## src/rtl/fsm_ctrl_param.sv

```systemverilog
// FIFO-monitor control FSM: loads and validates per-FIFO thresholds, tracks
// IDLE/ACTIVE from the empty flags and records sticky errors with a saturating entry count.
`timescale 1ns/1ps
module fsm_ctrl_param #(
  parameter int unsigned NUM_FIFOS = 5,
  parameter int unsigned THR_W     = 2,
  parameter int unsigned CNT_W     = 4
) (
  input  logic                       clk,
  input  logic                       reset,
  input  logic                       init,
  input  logic                       clear_err,
  input  logic [NUM_FIFOS-1:0]       fifo_errors,
  input  logic [NUM_FIFOS-1:0]       fifo_empties,
  input  logic [NUM_FIFOS*THR_W-1:0] af_i,
  input  logic [NUM_FIFOS*THR_W-1:0] ae_i,
  output logic [NUM_FIFOS-1:0]       error_out,
  output logic                       cfg_err,
  output logic [CNT_W-1:0]           err_cnt,
  output logic                       active_out,
  output logic                       idle_out,
  output logic [NUM_FIFOS*THR_W-1:0] af_o,
  output logic [NUM_FIFOS*THR_W-1:0] ae_o,
  output logic [2:0]                 state_o
);

  localparam int unsigned TW = NUM_FIFOS * THR_W;

  typedef enum logic [2:0] {
    S_RESET  = 3'd0,
    S_INIT   = 3'd1,
    S_IDLE   = 3'd2,
    S_ACTIVE = 3'd3,
    S_ERROR  = 3'd4
  } state_t;

  state_t               r_state, w_state_nxt;
  logic [NUM_FIFOS-1:0] r_err, w_err_nxt;
  logic                 r_cfg, w_cfg_nxt;
  logic [CNT_W-1:0]     r_cnt, w_cnt_nxt;
  logic                 r_idle, w_idle_nxt;
  logic                 r_active, w_active_nxt;
  logic [TW-1:0]        r_af, w_af_nxt;
  logic [TW-1:0]        r_ae, w_ae_nxt;
  logic                 w_cfg_bad;
  logic                 w_any_err;
  logic                 w_all_empty;

  assign w_any_err   = |fifo_errors;
  assign w_all_empty = &fifo_empties;

  // A threshold pair is unusable when almost-empty is not strictly below almost-full.
  always_comb begin
    w_cfg_bad = 1'b0;
    for (int unsigned k = 0; k < NUM_FIFOS; k++) begin
      if (ae_i[k*THR_W +: THR_W] >= af_i[k*THR_W +: THR_W]) w_cfg_bad = 1'b1;
    end
  end

  always_comb begin
    w_state_nxt = r_state;
    w_err_nxt   = r_err;
    w_cfg_nxt   = r_cfg;
    w_cnt_nxt   = r_cnt;
    w_af_nxt    = r_af;
    w_ae_nxt    = r_ae;
    case (r_state)
      S_RESET: w_state_nxt = S_INIT;
      S_INIT: begin
        w_af_nxt  = af_i;
        w_ae_nxt  = ae_i;
        w_err_nxt = r_err | fifo_errors;
        if (w_any_err)      w_state_nxt = S_ERROR;
        else if (init)      w_state_nxt = S_INIT;
        else if (w_cfg_bad) begin
          w_state_nxt = S_ERROR;
          w_cfg_nxt   = 1'b1;
        end
        else                w_state_nxt = S_IDLE;
      end
      S_IDLE: begin
        w_err_nxt = r_err | fifo_errors;
        if (w_any_err)         w_state_nxt = S_ERROR;
        else if (init)         w_state_nxt = S_INIT;
        else if (!w_all_empty) w_state_nxt = S_ACTIVE;
      end
      S_ACTIVE: begin
        w_err_nxt = r_err | fifo_errors;
        if (w_any_err)        w_state_nxt = S_ERROR;
        else if (init)        w_state_nxt = S_INIT;
        else if (w_all_empty) w_state_nxt = S_IDLE;
      end
      S_ERROR: begin
        if (clear_err && !w_any_err) begin
          w_state_nxt = S_INIT;
          w_err_nxt   = '0;
          w_cfg_nxt   = 1'b0;
        end else begin
          w_err_nxt = r_err | fifo_errors;
        end
      end
      default: w_state_nxt = S_RESET;
    endcase
    if ((w_state_nxt == S_ERROR) && (r_state != S_ERROR) && (r_cnt != {CNT_W{1'b1}}))
      w_cnt_nxt = r_cnt + CNT_W'(1);
    w_idle_nxt   = (w_state_nxt == S_IDLE);
    w_active_nxt = (w_state_nxt == S_ACTIVE);
  end

  always_ff @(posedge clk or posedge reset) begin
    if (reset) begin
      r_state  <= S_RESET;
      r_err    <= '0;
      r_cfg    <= 1'b0;
      r_cnt    <= '0;
      r_idle   <= 1'b0;
      r_active <= 1'b0;
      r_af     <= '0;
      r_ae     <= '0;
    end else begin
      r_state  <= w_state_nxt;
      r_err    <= w_err_nxt;
      r_cfg    <= w_cfg_nxt;
      r_cnt    <= w_cnt_nxt;
      r_idle   <= w_idle_nxt;
      r_active <= w_active_nxt;
      r_af     <= w_af_nxt;
      r_ae     <= w_ae_nxt;
    end
  end

  assign state_o    = r_state;
  assign error_out  = r_err;
  assign cfg_err    = r_cfg;
  assign err_cnt    = r_cnt;
  assign idle_out   = r_idle;
  assign active_out = r_active;
  assign af_o       = r_af;
  assign ae_o       = r_ae;

endmodule

```

## config.mk

```make
export PLATFORM = sky130hd
export DESIGN_NAME = fsm_ctrl_param
export DESIGN_NICKNAME = d
export VERILOG_FILES = /design/src/rtl/fsm_ctrl_param.sv
export SDC_FILE = /design/constraint.sdc
export NUM_CORES = 1
export LEC_CHECK = 0
export BUFFER_PORTS_ARGS = -buffer_cell sky130_fd_sc_hd__buf_4
export CAP_MARGIN = 20
export CORE_MARGIN = 3
export CORE_UTILIZATION = 42
export DETAILED_ROUTE_END_ITERATION = 10
export PLACE_DENSITY = 0.71
export REMOVE_ABC_BUFFERS = 1
export SYNTH_ARGS = -nofsm -noshare
export SYNTH_HDL_FRONTEND = slang
export SYNTH_SLANG_ARGS = --single-unit
```

## constraint.sdc

```tcl
create_clock -name clk -period 3.8 [get_ports clk]
set_input_delay 0 -clock clk [delete_from_list [all_inputs] [get_ports clk]]
set_output_delay 0 -clock clk [all_outputs]
set_load 0.01 [all_outputs]
```

==> results.toml <==
[yosys]
syn_area_mm2 = 0.00167
synth-edff-count = 0
synth_cell_types = 33
ys_warn_count = 0
syn_avg_cell_area_um2 = 12.3
async_flop_share_pct = 100
synth_seq_cells = 35
synth_flop_cell = "dfrtp_1"
ys_seq_area_share_pct = 52.5
synthCells = 136

[critical_path]
path_class = "flop to flop"
critical_path.startpoint_type = "flop"
cp.required_ns = 3.96
worstPathArrival_ns = 2.28
rr_worst_depth = 6
crit_path_end_kind = "flop"
critPathMaxFanout = 21

[global_route]
grt_pass1_vias = 1502
grt_max_degree = 36
grt_use_total_pct = 17.3
grt_overflow_total = 0
antenna_found_initial = 0
grt_pass1_wl_um = 6610

[sta]
skew_ns = 0.00227
setup_ws_ns = 1.68
tns_ns = 0
relSlewSlack_pct = 67.7
max_clock_freq_ghz = 0.472
hold_viol_final = 0
worst_pin_slew_ns = 0.483
final-max-slew-violation-count = 0
grt_setup_unrepaired = "false"
setup_viol_count_final = 0
finalCriticalPeriod_ns = 2.12
fin_crit_sh_pct = 55.8

[clocking]
clockRootBuffer = "clkbuf_8"
clkSlewWorstSetupHoldPaths_ns = 0.06
clk_path_buf_depth = 2
cts_max_level = 2
clock_latency_ns = 0.28
clock_sinks = 35
cts_tree = "yes"
cts_buffers = 5

[place]
hpwl_um = 2830
dp_cells = 250
place_ws_ns = 1.70
port_buffers = 68
gp_congestion = 0.716

[finish]
post-route-util_pct = 68.4
fill_cells = 295
nNetsFinal = 279
area_growth_pct = 53.6
diodes = 0
finalNonFillerCells = 281
layout-drive-gt1-share_pct = 45.1

[routing]
vias_per_cell = 4.78
ant_nets = 0
drt_first_pass_iters = 4
first_iter_violations = 37
avgRoutedWirePerCell_um = 14.1
vias = 1343
wl_um = 3970
post-route-drc-count = 0

[die]
ios = 69
rows = 22
start_util_pct = 44.6
dieWidth_um = 69.0
die_area_mm2 = 0.00476
dieHeight_um = 69.0
core_mm2 = 0.00374

[run]
maxCapViolations = 0

[power_and_ir_drop]
ir_drop_mv = 0.404
power_density_mw_per_mm2 = 644
power_mw = 1.65
power_leakage_nw = 1.24

[outcome]
status = "finished, final reports clean"

[min_path]
whs_path_depth = 3
hold_class = "input pin to flop"
==> cells by family (layout without fill, tap and decap cells) <==
group / Yosys count / in the layout / share of synthesized area (%)
xor gates and xnor gates: 4 / 4 / 2.10
and+or+nand+nor: 29 / 29 / 10.9
AOI/OAI and AO/OA: 18 / 18 / 7.80
buffers and inverters: 18 / 115 / 4.05
adders and majority gates: 11 / 11 / 8.25
muxes: 21 / 21 / 14.4
DFF: 35 / 35 / 52.5
==> critical path: stages (launching register included) <==
cell,delay (ns)
dfrtp_1,0.49
nor3b_2,0.21
buf_4,0.30
inv_2,0.05
a311o_1,0.37
a21oi_2,0.26
mux2_4,0.33
==> flip-flops by register name, indices dropped and copies added (netlist names) <==
name        flops
cfg_err         1
idle_out        1
ae_o           10
active_out      1
af_o           10
error_out       5
err_cnt         4
state_o         3
==> area by class of cell <==
| type | instances | area [um2] | share of cell area, % |
|---|---|---|---|
| clock buffers | 6 | 72.6 | 2.83 |
| inverters | 14 | 52.6 | 2.05 |
| multi-input cells | 83 | 724 | 28.3 |
| flip-flops and latches | 35 | 876 | 34.2 |
| well taps | 48 | 60.1 | 2.34 |
| repair buffers | 95 | 776 | 30.3 |
==> path summary, 6_finish.rpt <==
kind                                start            to  slack, ns
max in group asynchronous           reset    err_cnt[1]       3.11
max                            state_o[2]    err_cnt[1]       1.68
min reg2reg                  error_out[4]  error_out[4]       0.51
min                        fifo_errors[3]  error_out[3]      0.007
max reg2reg                    state_o[2]    err_cnt[1]       1.68
min in group asynchronous           reset       af_o[6]       0.38
==> cells in the mapped netlist (2+ instances only) <==
cell | n | area share [%]
dfrtp_1 | 35 | 53
mux2_2 | 20 | 14
inv_1 | 13 | 2.9
ha_1 | 11 | 8.3
nor2_1 | 10 | 2.3
a21oi_1 | 7 | 2.1
nand2b_1 | 5 | 1.9
clkbuf_1 | 4 | 0.90
nand2_1 | 3 | 0.68
xnor2_1 | 3 | 1.6
nor3b_2 | 2 | 1.5
or4_4 | 2 | 1.4
==> layout by cell type, fill, tap and decap left out, drive strengths merged, types with 3 or more instances in the layout <==
cell type,count
mux2,21
a21oi,8
nand2b,5
or4,3
dlygate4sd3,25
nand2,3
inv,14
nor2,10
clkbuf,6
ha,11
xnor2,3
buf,70
dfrtp,35
==> power breakdown <==
part | total (mW) | internal, mW | switching (mW) | leakage (nW)
registers | 0.645 | 0.530 | 0.115 | 0.403
clock network | 0.237 | 0.122 | 0.115 | 0.0371
logic | 0.769 | 0.441 | 0.327 | 0.797
total | 1.65 | 1.09 | 0.557 | 1.24
==> stage by stage <==
step           instance area (um2)  hold WS, ns
4_1_cts                       2560      0.00485
2_1_floorplan                 1650        0.150
3_3_place_gp                  2240        0.121
3_5_place_dp                  2240        0.125
6_report                      2560      0.00726
5_1_grt                       2560       0.0388
==> layer usage <==
metal / GRT usage, % / routed length [um]
met5: 0 / 0
met4: 5.86 / 42
met3: 4.08 / 204
met2: 32.3 / 2120
met1: 18.9 / 1610
==> repair_timing <==
action	in CTS	in global routing
hold buffers	25	0
buffers inserted	0	0
hold endpoints to repair	59	0
resized for setup	0	0
Power figures use the tool's default switching activity.
